### src/rtl/lcd_cmd_arbiter_if.sv
// rtl/lcd_cmd_arbiter_if.sv - requester and controller signal bundle for lcd_cmd_arbiter
interface lcd_cmd_arbiter_if;
    logic       ireq0;
    logic       ireq1;
    logic       irs0;
    logic       irs1;
    logic [7:0] idata0;
    logic [7:0] idata1;
    logic       ilast0;
    logic       ilast1;
    logic       oack0;
    logic       oack1;
    logic [1:0] ogrant;
    logic [7:0] odata;
    logic       ors;
    logic       ostart;
    logic       idone;
    logic       obusy;
    logic       oerr;

    // Arbiter side.
    modport slave (
        input  ireq0, ireq1, irs0, irs1, idata0, idata1, ilast0, ilast1, idone,
        output oack0, oack1, ogrant, odata, ors, ostart, obusy, oerr
    );

    // Requesters plus write engine.
    modport master (
        output ireq0, ireq1, irs0, irs1, idata0, idata1, ilast0, ilast1, idone,
        input  oack0, oack1, ogrant, odata, ors, ostart, obusy, oerr
    );
endinterface

### src/rtl/lcd_cmd_arbiter.sv
// rtl/lcd_cmd_arbiter.sv - two-requester burst arbiter and byte sequencer for lcd_controller
// Optional idone watchdog enabled by defining LCD_ARB_WDOG_EN.
module lcd_cmd_arbiter #(
    parameter int DLY_CYCLES  = 262143,
    parameter int WDOG_CYCLES = 65535
) (
    input  logic             iclk,
    input  logic             irst_n,
    lcd_cmd_arbiter_if.slave bus
);
    localparam int MAX_CYC = (DLY_CYCLES > WDOG_CYCLES) ? DLY_CYCLES : WDOG_CYCLES;
    localparam int CW      = $clog2(MAX_CYC + 1);
    localparam logic [CW-1:0] DLY_LAST = CW'(DLY_CYCLES - 1);
`ifdef LCD_ARB_WDOG_EN
    localparam logic [CW-1:0] WDOG_LAST = CW'(WDOG_CYCLES - 1);
`endif

    localparam logic [2:0] S_IDLE      = 3'd0;
    localparam logic [2:0] S_WAIT_DONE = 3'd1;
    localparam logic [2:0] S_SETTLE    = 3'd2;
    localparam logic [2:0] S_ACK       = 3'd3;
    localparam logic [2:0] S_HOLD      = 3'd4;

    logic [2:0]    state;
    logic          owner;
    logic          last_q;
    logic          rr;
    logic [CW-1:0] cnt;
    logic          pick;
    logic          own_req;
    logic [7:0]    own_data;
    logic          own_rs;
    logic          own_last;

    // Contention goes to the round-robin pointer; otherwise whoever asks.
    assign pick     = (bus.ireq0 && bus.ireq1) ? rr : bus.ireq1;
    assign own_req  = owner ? bus.ireq1  : bus.ireq0;
    assign own_data = owner ? bus.idata1 : bus.idata0;
    assign own_rs   = owner ? bus.irs1   : bus.irs0;
    assign own_last = owner ? bus.ilast1 : bus.ilast0;

    assign bus.obusy = (state != S_IDLE);

`ifdef LCD_ARB_WDOG_EN
    logic err_q;
    assign bus.oerr = err_q;
`else
    assign bus.oerr = 1'b0;
`endif

    always_ff @(posedge iclk or negedge irst_n) begin
        if (!irst_n) begin
            state      <= S_IDLE;
            owner      <= 1'b0;
            last_q     <= 1'b0;
            rr         <= 1'b0;
            cnt        <= '0;
            bus.ostart <= 1'b0;
            bus.ors    <= 1'b0;
            bus.odata  <= 8'h00;
            bus.ogrant <= 2'b00;
            bus.oack0  <= 1'b0;
            bus.oack1  <= 1'b0;
`ifdef LCD_ARB_WDOG_EN
            err_q      <= 1'b0;
`endif
        end else begin
            bus.oack0 <= 1'b0;
            bus.oack1 <= 1'b0;
`ifdef LCD_ARB_WDOG_EN
            err_q     <= 1'b0;
`endif
            case (state)
                S_IDLE: begin
                    if (bus.ireq0 || bus.ireq1) begin
                        owner      <= pick;
                        bus.ogrant <= pick ? 2'b10 : 2'b01;
                        bus.odata  <= pick ? bus.idata1 : bus.idata0;
                        bus.ors    <= pick ? bus.irs1 : bus.irs0;
                        last_q     <= pick ? bus.ilast1 : bus.ilast0;
                        bus.ostart <= 1'b1;
                        cnt        <= '0;
                        state      <= S_WAIT_DONE;
                    end
                end
                S_WAIT_DONE: begin
                    if (bus.idone) begin
                        bus.ostart <= 1'b0;
                        cnt        <= '0;
                        state      <= S_SETTLE;
                    end
`ifdef LCD_ARB_WDOG_EN
                    // Controller never answered: drop the whole burst.
                    else if (cnt == WDOG_LAST) begin
                        bus.ostart <= 1'b0;
                        bus.ogrant <= 2'b00;
                        err_q      <= 1'b1;
                        rr         <= ~owner;
                        cnt        <= '0;
                        state      <= S_IDLE;
                    end else begin
                        cnt <= cnt + 1'b1;
                    end
`endif
                end
                S_SETTLE: begin
                    if (cnt == DLY_LAST) begin
                        cnt       <= '0;
                        bus.oack0 <= ~owner;
                        bus.oack1 <= owner;
                        state     <= S_ACK;
                    end else begin
                        cnt <= cnt + 1'b1;
                    end
                end
                S_ACK: begin
                    if (last_q) begin
                        bus.ogrant <= 2'b00;
                        rr         <= ~owner;
                        state      <= S_IDLE;
                    end else begin
                        state <= S_HOLD;
                    end
                end
                S_HOLD: begin
                    if (own_req) begin
                        bus.odata  <= own_data;
                        bus.ors    <= own_rs;
                        last_q     <= own_last;
                        bus.ostart <= 1'b1;
                        cnt        <= '0;
                        state      <= S_WAIT_DONE;
                    end
                end
                default: state <= S_IDLE;
            endcase
        end
    end
endmodule

### src/flat_wrapper.sv
// flat-port wrapper written by rule: the top's interface ports become plain ports
module lcd_cmd_arbiter_flat 
#(
    parameter int DLY_CYCLES  = 262143,
    parameter int WDOG_CYCLES = 65535
)
  (iclk, irst_n, bus_ireq0, bus_ireq1, bus_irs0, bus_irs1, bus_idata0, bus_idata1, bus_ilast0, bus_ilast1, bus_idone, bus_oack0, bus_oack1, bus_ogrant, bus_odata, bus_ors, bus_ostart, bus_obusy, bus_oerr);
  lcd_cmd_arbiter_if bus_i ();
  input  logic iclk;
  input  logic irst_n;
  input wire logic [$bits(bus_i.ireq0)-1:0] bus_ireq0;
  input wire logic [$bits(bus_i.ireq1)-1:0] bus_ireq1;
  input wire logic [$bits(bus_i.irs0)-1:0] bus_irs0;
  input wire logic [$bits(bus_i.irs1)-1:0] bus_irs1;
  input wire logic [$bits(bus_i.idata0)-1:0] bus_idata0;
  input wire logic [$bits(bus_i.idata1)-1:0] bus_idata1;
  input wire logic [$bits(bus_i.ilast0)-1:0] bus_ilast0;
  input wire logic [$bits(bus_i.ilast1)-1:0] bus_ilast1;
  input wire logic [$bits(bus_i.idone)-1:0] bus_idone;
  output wire logic [$bits(bus_i.oack0)-1:0] bus_oack0;
  output wire logic [$bits(bus_i.oack1)-1:0] bus_oack1;
  output wire logic [$bits(bus_i.ogrant)-1:0] bus_ogrant;
  output wire logic [$bits(bus_i.odata)-1:0] bus_odata;
  output wire logic [$bits(bus_i.ors)-1:0] bus_ors;
  output wire logic [$bits(bus_i.ostart)-1:0] bus_ostart;
  output wire logic [$bits(bus_i.obusy)-1:0] bus_obusy;
  output wire logic [$bits(bus_i.oerr)-1:0] bus_oerr;
  assign bus_i.ireq0 = bus_ireq0;
  assign bus_i.ireq1 = bus_ireq1;
  assign bus_i.irs0 = bus_irs0;
  assign bus_i.irs1 = bus_irs1;
  assign bus_i.idata0 = bus_idata0;
  assign bus_i.idata1 = bus_idata1;
  assign bus_i.ilast0 = bus_ilast0;
  assign bus_i.ilast1 = bus_ilast1;
  assign bus_i.idone = bus_idone;
  assign bus_oack0 = bus_i.oack0;
  assign bus_oack1 = bus_i.oack1;
  assign bus_ogrant = bus_i.ogrant;
  assign bus_odata = bus_i.odata;
  assign bus_ors = bus_i.ors;
  assign bus_ostart = bus_i.ostart;
  assign bus_obusy = bus_i.obusy;
  assign bus_oerr = bus_i.oerr;
  lcd_cmd_arbiter #(.DLY_CYCLES(DLY_CYCLES), .WDOG_CYCLES(WDOG_CYCLES)) u_core (.iclk(iclk), .irst_n(irst_n), .bus(bus_i));
endmodule
### config.mk
export PLATFORM = sky130hd
export DESIGN_NAME = lcd_cmd_arbiter_flat
export DESIGN_NICKNAME = d
export VERILOG_FILES = /design/src/rtl/lcd_cmd_arbiter_if.sv /design/src/rtl/lcd_cmd_arbiter.sv /design/src/flat_wrapper.sv
export SDC_FILE = /design/constraint.sdc
export NUM_CORES = 1
export LEC_CHECK = 0
export BUFFER_PORTS_ARGS = -buffer_cell sky130_fd_sc_hd__buf_2
export CAP_MARGIN = 30
export CORE_MARGIN = 4
export CORE_UTILIZATION = 30
export CTS_BUF_LIST = sky130_fd_sc_hd__clkbuf_8
export CTS_CLUSTER_SIZE = 25
export DETAILED_ROUTE_END_ITERATION = 10
export GPL_TIMING_DRIVEN = 0
export HOLD_SLACK_MARGIN = 0.02
export MAX_ROUTING_LAYER = met4
export PLACE_DENSITY_LB_ADDON = 0.15
export SYNTH_ARGS = -nofsm -noshare
export SYNTH_HDL_FRONTEND = slang
export SYNTH_SLANG_ARGS = --single-unit
### constraint.sdc
create_clock -name iclk -period 2.8 [get_ports iclk]
set_clock_uncertainty 0.15 [all_clocks]
set_input_delay 0.28 -clock iclk [delete_from_list [all_inputs] [get_ports iclk]]
set_output_delay 0.28 -clock iclk [all_outputs]
set_load 0.01 [all_outputs]
Word level (Yosys, flattened, before mapping) --
Index checks and enable logic that the tools add are counted.
Cells by class: add/subtract/negate cells 1, equality and inequality tests 10, multiplexer cells 40, bitwise gates (word level) 1, reductions and logical operators 15
Operator list (number):
- 18-bit two-way mux | 4
- 18-bit one-hot mux with 4 select lines | 1
- 8-bit two-way mux | 4
- 18-bit by 1-bit adder with 18-bit output (second input constant) | 1
- 18-bit equality test (second input constant) | 1
- 1-bit two-way mux | 17
- 8-bit one-hot mux with 2 select lines | 1
- 3-bit two-way mux | 5
- 3-bit one-hot mux with 5 select lines | 1
- 4-bit AND reduction | 3
- 2-bit by 1-bit inequality test with 1-bit output (second input constant) | 4
- 3-bit by 2-bit equality test with 1-bit output (second input constant) | 2
- 2-bit two-way mux | 3
- 3-bit AND reduction | 2
- 3-bit nonzero test | 2
- 1-bit one-hot mux with 2 select lines | 2
- 2-bit one-hot mux with 2 select lines | 1
- 2-bit AND reduction | 2
- 2-bit nonzero test | 2
- 4-bit nonzero test | 1
- 3-bit by 1-bit equality test with 1-bit output (second input constant) | 1
- 3-bit equality test (second input constant) | 1
- 3-bit logical NOT | 1
- 1-bit one-hot mux with 3 select lines | 1
- other kinds (4) | 4
Storage, ports and cells: register bits 38, output and inout port bits 16, word-level logic and storage cells 78

Longest topological paths before layout --
Gate-level depths: netlist (run 1).
depth after elaboration 5, gate-level depth with buffers 8, depth with buffers taken out 7

Worst setup path after synthesis (run 1) --
No wires, ideal clock.
kind register to register, from reg u_core.state[1], to reg u_core.cnt[10], library setup time 101 ps, data arrival time 1632 ps, slack 917 ps, stages on the path, launching flop included 7, path buffers 2, clock period less this slack 1883 ps, cells stage by stage dfrtp_1 inv_2 or3_1 buf_2 a31o_4 buf_2 o311ai_2
Between the ends: longest elaborated chain between the ends 3
Ends and longest elaborated chain:
- start: declaration | RTL line lcd_cmd_arbiter.sv:24 | logic [2:0] state;
- start signal: assignment | RTL line lcd_cmd_arbiter.sv:53 | state <= S_IDLE;
- start signal: assignment | RTL line lcd_cmd_arbiter.sv:83 | state <= S_WAIT_DONE;
- start signal: assignment | RTL line lcd_cmd_arbiter.sv:90 | state <= S_SETTLE;
- 3-bit equality test (tied with other cells) | RTL line lcd_cmd_arbiter.sv:73 | case (state)
- 2-bit by 1-bit inequality test with 1-bit output (no line) (tied with other cells)
- 4-bit AND reduction (no line)
- end signal: assignment | RTL line lcd_cmd_arbiter.sv:113 | cnt <= cnt + 1'b1;
- end: declaration | RTL line lcd_cmd_arbiter.sv:28 | logic [CW-1:0] cnt;
Several ways; a longest one is shown, not always the timed one. A chain may end at the register's enable or synchronous reset.

Final worst setup path (run 1) --
from reg u_core.owner, to reg u_core.cnt[15]
Between the ends: longest elaborated chain between the ends 3
Ends and longest elaborated chain:
- start: declaration | RTL line lcd_cmd_arbiter.sv:25 | logic owner;
- start signal: assignment | RTL line lcd_cmd_arbiter.sv:76 | owner <= pick;
- 1-bit two-way mux | RTL line lcd_cmd_arbiter.sv:37 | assign own_req = owner ? bus.ireq1 : bus.ireq0;
- 2-bit by 1-bit inequality test with 1-bit output (no line)
- 4-bit AND reduction (no line)
Every way passes these cells.

==> results by group, run 1 <==
Status
  – Run status: complete, no violations

STA
  – Crit path time final: 2.31 ns
  – Crit share post-route: 0.826
  – RSZ-0062 raised after global routing: no
  – Max transition margin: 0.411
  – Slew Viols, Final: 0
  – Setup Viol. Count Final: 0
  – Final hold violations: 0
  – Setup TNS: 0 ns
  – Tightest Pin Transition: 0.883 ns
  – FMAX: 432 MHz

Logic synthesis
  – Mapped Nets: 241
  – Predominant post-synthesis flop cell: dfrtp_1
  – Post-synth top area cell: dfrtp_1
  – Synth Register Bits: 38
  – Seq/Total Area, Yosys: 0.479
  – Number of synthesized flops with an enable pin: 0
  – Async SR Flop Fraction: 1.00
  – Syn_area_per_cell: 9.28 um^2
  – Mapped Area: 0.00199 mm^2
  – Area contributors post-synth: dfrtp_1 (48%), mux2i_1 (6.0%), a21oi_1 (4.8%)
  – Post-Syn Instances: 214
  – Post-synthesis cell type count: 43
  – Ys Warns: 0
  – Top-area cell type share of the netlist area: 0.479

Worst setup path
  – Worst r2r path cells: 6
  – Slowest CP cell: a21oi_2
  – Crit-path cells: mux2i_1 -> o21ai_0 -> a21oi_2 -> clkbuf_1 -> nand2_1 -> o311ai_0
  – Crit end category: flip-flop
  – Critical path's largest stage delay: 0.46 ns
  – Worst-path fanout max: 10
  – Worst setup SP type: flip-flop
  – Critical path arrival: 2.33 ns
  – Critical Path RT: 2.82 ns
  – Crit Path Class: flip-flop to flip-flop

Power and ir drop
  – Clock Power Share: 0.267
  – Peak VDD IR: 0.000407 V
  – Comb power frac: 0.371
  – Sw frac: 0.369
  – Internal power: 1370 uW
  – P_leak: 0.00116 uW
  – P_sw: 804 uW
  – Register share of total power: 0.362
  – Pwr dens: 896 mW/mm^2

Global routing
  – Initial antenna violation count: 0
  – Vias in the first global route: 1611
  – Largest net degree at the start of global routing: 39
  – Grt total ovfl: 0
  – First-pass GRT wire length: 7.88 mm
  – Gr usage total: 0.130

Worst hold path
  – Worst min path class: input pin to flip-flop
  – Hold Crit Depth: 3

Die
  – Die Wd: 89.4 um
  – IO Pins: 41
  – Initial core utilization: 0.311
  – CORE AREA: 0.00639 mm^2
  – Die area: 0.00798 mm^2
  – Die Height: 89.4 um
  – Number of cell rows: 29

Clocking
  – Clk buf depth: 2
  – TritonCTS clock tree: built
  – PostCTS Resize Cnt: 0
  – Clk slew on worst S/H paths: 0.08 ns
  – Skew-Pair Late Insertion Delay: 0.29 ns
  – Sink Count: 38
  – Total CTS buffers: 5
  – H-tree levels: 2
  – Root buffer cell: clkbuf_8

Route
  – Wl on met1: 2.35 mm
  – DRC: 0
  – Final ANT Viol Nets: 0
  – Top sig layer: met4
  – Routed met2 length: 1.99 mm
  – DRT iter0 DRCs: 150
  – Metal3 WL: 197 um
  – Post-Route WL: 4.56 mm
  – Vias per Instance: 4.97
  – Average routed wire per standard cell: 13.5 um
  – DRT Pass-1 Iters: 4
  – Routed vias: 1685

Finish
  – Commonest non-fill, non-tap cells in the layout: buf_2 (43), dfrtp_1 (38), nand2_1 (24)
  – Area growth, synth to finish: 22.4%
  – Post-route cell area: 0.00243 mm^2
  – Fraction of layout cells with a size suffix above 1: 0.225
  – Most common cell after layout, fill and taps aside: buf_2
  – Antenna diodes: 0
  – Nets@finish: 288

Placed design
  – Dpl hpwl: 3.18 mm
  – # port buffers: 39
  – GP Congestion: 0.741
  – Placed cell areas: 0.00228 mm^2

Job
  – Max cap viols: 0
==> flip-flops by register name, summed over array words and instances (netlist names) <==
signal and cells:
u_core.cnt 18, u_core.bus.odata 8, u_core.state 3, u_core.bus.ogrant 2, u_core.bus.oack0 1, u_core.bus.oack1 1
u_core.bus.ors 1, u_core.bus.ostart 1, u_core.last_q 1, u_core.owner 1, u_core.rr 1
==> routing by layer <==
| layer | global-route usage | vias up |
|---|---|---|
| li1 | - | 869 |
| met2 | 0.181 | 33 |
| met1 | 0.187 | 781 |
| met4 | 0.0365 | 0 |
| met3 | 0.0304 | 2 |
| met5 | - | - |
==> cells in the mapped netlist (2+ instances only) <==
| cell type | count |
|---|---|
| buf_2 | 4 |
| and4_1 | 2 |
| dfrtp_1 | 38 |
| inv_1 | 7 |
| a21oi_1 | 19 |
| o21bai_1 | 2 |
| ha_1 | 2 |
| o21ai_0 | 7 |
| and3_1 | 3 |
| o31ai_1 | 2 |
| nand4_1 | 7 |
| nor2b_1 | 2 |
| buf_4 | 2 |
| nand3_1 | 14 |
| nor2_1 | 19 |
| nand3b_1 | 2 |
| o311ai_0 | 2 |
| or3_1 | 4 |
| nor3_1 | 9 |
| a211o_1 | 3 |
| o21ai_1 | 2 |
| clkbuf_1 | 3 |
| mux2i_1 | 12 |
| nand2_1 | 24 |
| a21o_1 | 5 |
==> path summary, 6_finish.rpt <==
path                            slack (ns)         start              end
worst min register to register        0.34     u_core.rr        u_core.rr
worst max-delay path                  0.49  u_core.owner   u_core.cnt[15]
worst max register to register        0.49  u_core.owner   u_core.cnt[15]
min in group asynchronous             0.49        irst_n  u_core.state[1]
worst min-delay path                  0.13      bus_irs1   u_core.bus.ors
max in group asynchronous             1.44        irst_n    u_core.cnt[8]
==> worst max-delay path, delay by kind of cell, from the launching register on <==
| family | cells | cell delay, ns |
|---|---|---|
| compound gates | 3 | 0.71 |
| buf+inv | 1 | 0.46 |
| flops | 1 | 0.45 |
| mux | 1 | 0.33 |
| simple gates | 1 | 0.10 |
==> through the flow <==
stage | instances | util | hold WS (ns) | worst slack, ns | total power, uW
finish | 339 | 0.380 | 0.134 | 0.488 | 2180
floorplan | 214 | - | -0.166 | 0.917 | 1330
global placement | 330 | 0.357 | 0.313 | 0.495 | 1610
CTS | 339 | 0.380 | 0.126 | 0.469 | 2210
global route | 339 | 0.380 | 0.132 | 0.265 | 2360
detailed placement | 330 | 0.357 | 0.321 | 0.500 | 1620
==> cell families after synthesis <==
| group | Yosys count | synth area share |
|---|---|---|
| AO/OA/AOI/OAI | 52 | 0.178 |
| adder cells (fa/ha/maj) | 2 | 0.0126 |
| buffers and inverters | 18 | 0.0403 |
| flip-flops | 38 | 0.479 |
| multiplexers | 12 | 0.0605 |
| other | 1 | 0.00189 |
| AND/OR/NAND/NOR | 91 | 0.227 |
==> area by class of cell <==
class / instances / area (um^2)
Fill cell: 671 / 3960
Multi-Input combinational cell: 158 / 955
Sequential cell: 38 / 951
Timing Repair Buffer: 40 / 205
Tap cell: 77 / 96.3
Clock buffer: 6 / 82.6
Clock inverter: 2 / 60.1
Buffer: 10 / 50.0
Inverter: 8 / 30.0
==> power by group through the flow <==
stage               logic, uW  clock network, uW  registers (uW)
floorplan                 506                  0             824
global placement          811                  0             800
detailed placement        821                  0             796
CTS                       823                600             790
global route              924                625             816
finish                    808                582             787
==> timing repair <==
action                    in CTS  in global routing
hold endpoints to repair      38                  0
buffers inserted               0                  0
hold buffers                   1                  0
No activity file was read; power rests on OpenSTA's default activity.
==> run 2: changes to the inputs <==
clock period = 2.1 ns   (was 2.8 ns; I/O delays follow)
==> run 2 against run 1 <==
Fmax grew 17%; first-iteration DRC count shrank 8.7%; via count is 3.4% higher; power rose by 40%; sequential cell count unchanged; hold slack worse by 0.074 ns; sequential power increased by 32%; critical path type unchanged; critical endpoint is now u_core.cnt[5].
==> results by group, run 2 (synthesis results as in run 1) <==
Placed design
  – GP Congestion: 0.741
  – Placed insts: 330
  – Pre-CTS setup slack: -0.200 ns
  – # port buffers: 39
  – Dpl hpwl: 3.18 mm

Die
  – CORE AREA: 0.00639 mm^2
  – Die area: 0.00798 mm^2
  – Die Height: 89.4 um
  – IO Pins: 41
  – Die Wd: 89.4 um
  – Initial core utilization: 0.311
  – Number of cell rows: 29

Worst setup path
  – Crit Path Class: flip-flop to flip-flop
  – Worst r2r path cells: 8
  – Crit-path cells: inv_1 -> ha_1 -> nand4_1 -> nor2_4 -> a31o_4 -> clkbuf_4 -> a2bb2oi_1 -> o31ai_1
  – Worst-path fanout max: 10
  – Critical Path RT: 2.12 ns
  – CP delay by family, top: compound AO/OA/AOI/OAI gates
  – Crit end category: flip-flop
  – R2R Path Start: u_core.cnt[0]
  – Worst setup SP type: flip-flop
  – Critical path's largest stage delay: 0.44 ns
  – Critical path arrival: 1.99 ns
  – Slowest CP cell: dfrtp_1
  – Worst Path Buf+Inv: 2
  – Worst R2R Setup Slack: 0.13 ns
  – Worst r2r dst: u_core.cnt[5]

Global routing
  – Vias in the first global route: 1611
  – Grt total ovfl: 0
  – Gr usage total: 0.131
  – First-pass GRT wire length: 7.94 mm
  – Initial antenna violation count: 0
  – Largest net degree at the start of global routing: 39

Job
  – Max cap viols: 0

STA
  – Tightest Pin Transition: 0.882 ns
  – FMAX: 507 MHz
  – Slew Viols, Final: 0
  – Setup TNS: 0 ns
  – Final hold violations: 0
  – RSZ-0062 raised after global routing: yes
  – Final setup margin: 0.128 ns
  – Setup Viol. Count Final: 0
  – Crit share post-route: 0.939
  – Max transition margin: 0.412
  – Crit path time final: 1.97 ns

Worst hold path
  – Worst Hold Endpoint: u_core.bus.ors
  – Hold Crit Depth: 3
  – Hold Startpoint: bus_irs1
  – Worst min path class: input pin to flip-flop

Route
  – Vias per Instance: 5.02
  – Final ANT Viol Nets: 0
  – DRC: 0
  – DRT iter0 DRCs: 137
  – Routed vias: 1743
  – DRT Pass-1 Iters: 4
  – Post-Route WL: 4.66 mm
  – Average routed wire per standard cell: 13.4 um

Finish
  – Commonest non-fill, non-tap cells in the layout: buf_2 (43), dfrtp_1 (34), nand2_1 (24)
  – Max reg flops: 18
  – Antenna diodes: 0
  – Largest regs: u_core.cnt x18, u_core.bus.odata x8, u_core.state x3
  – Top reg by flops: u_core.cnt
  – Final cell count without fillers: 347
  – Final core utilization: 0.402
  – Area growth, synth to finish: 29.2%
  – Most common cell after layout, fill and taps aside: buf_2
  – Fraction of layout cells with a size suffix above 1: 0.296
  – Nets@finish: 296

Clocking
  – Sink Count: 38
  – Clk slew on worst S/H paths: 0.08 ns
  – TritonCTS clock tree: built
  – Total CTS buffers: 5
  – Root buffer cell: clkbuf_8
  – Skew-Pair Late Insertion Delay: 0.29 ns
  – Clk buf depth: 2
  – H-tree levels: 2

Power and ir drop
  – Pwr dens: 1190 mW/mm^2
  – Peak VDD IR: 0.000555 V
  – P_leak: 0.00124 uW
  – Tot Pwr: 3050 uW

Status
  – Run status: complete, no violations
[run 2: cell types whose count changed in the layout (fill, tap and decap cells not counted), moves of 2 or more]
cell,before,now
dfrtp_1,38,34
dfrtp_2,0,4
buf_4,2,10
clkbuf_1,3,1
clkbuf_4,0,2
[run 2: worst max-delay path by stage]
| stage | start | endpoint | slack (ns) | depth (start not counted) |
|---|---|---|---|---|
| 3_5_place_dp | u_core.owner | u_core.cnt[14] | -0.20 | 6 |
| 5_1_grt | u_core.owner | u_core.bus.odata[5] | -0.009 | 5 |
| 6_report | u_core.cnt[0] | u_core.cnt[5] | 0.13 | 8 |
| 2_1_floorplan | u_core.state[1] | u_core.cnt[10] | 0.22 | 6 |
| 3_3_place_gp | u_core.state[0] | u_core.cnt[10] | -0.21 | 6 |
| 4_1_cts | u_core.state[1] | u_core.cnt[15] | 0.01 | 7 |
[run 2: worst register-to-register path, delay by kind of cell (launching register included)]
family | cells | cell delay, ns
AO/OA/AOI/OAI | 3 | 0.49
flip-flops | 1 | 0.44
AND/OR/NAND/NOR | 2 | 0.31
buffers and inverters | 2 | 0.31
adder cells (fa/ha/maj) | 1 | 0.16
[run 2: routing by layer]
layer / global-route usage / part of all wire
met1: 0.189 / 0.51
met2: 0.182 / 0.43
met3: 0.0304 / 0.047
met4: 0.0365 / 0.0064
met5: - / 0
[run 2: layout make-up]
class                      instances  area (um^2)
buffer                            10         58.8
fill                             654         3820
tap                               77         96.3
clock inverter                     2         60.1
inverter                           8         30.0
sequential                        38          956
timing repair buffer              48          265
multi-input combinational        158         1020
clock buffer                       6         82.6
[run 2: where the power goes]
group          switching, uW  total [uW]  internal, uW
registers                129        1040           916
logic                    711        1220           510
clock network            272         779           507
[run 2: stage by stage]
stage | hold WS, ns | area [um^2]
after CTS | 0.0561 | 2460
after detailed placement | 0.251 | 2280
final | 0.0599 | 2570
after global placement | 0.243 | 2280
after global routing | 0.0608 | 2570
after floorplan | -0.236 | 1990
[run 2: repair_timing]
action,CTS,global route
hold endpoints to repair,38,0
setup buffers,0,8
hold buffers,1,0
endpoints found under the setup margin,26,27
pin swaps,1,3
resized for setup,8,13
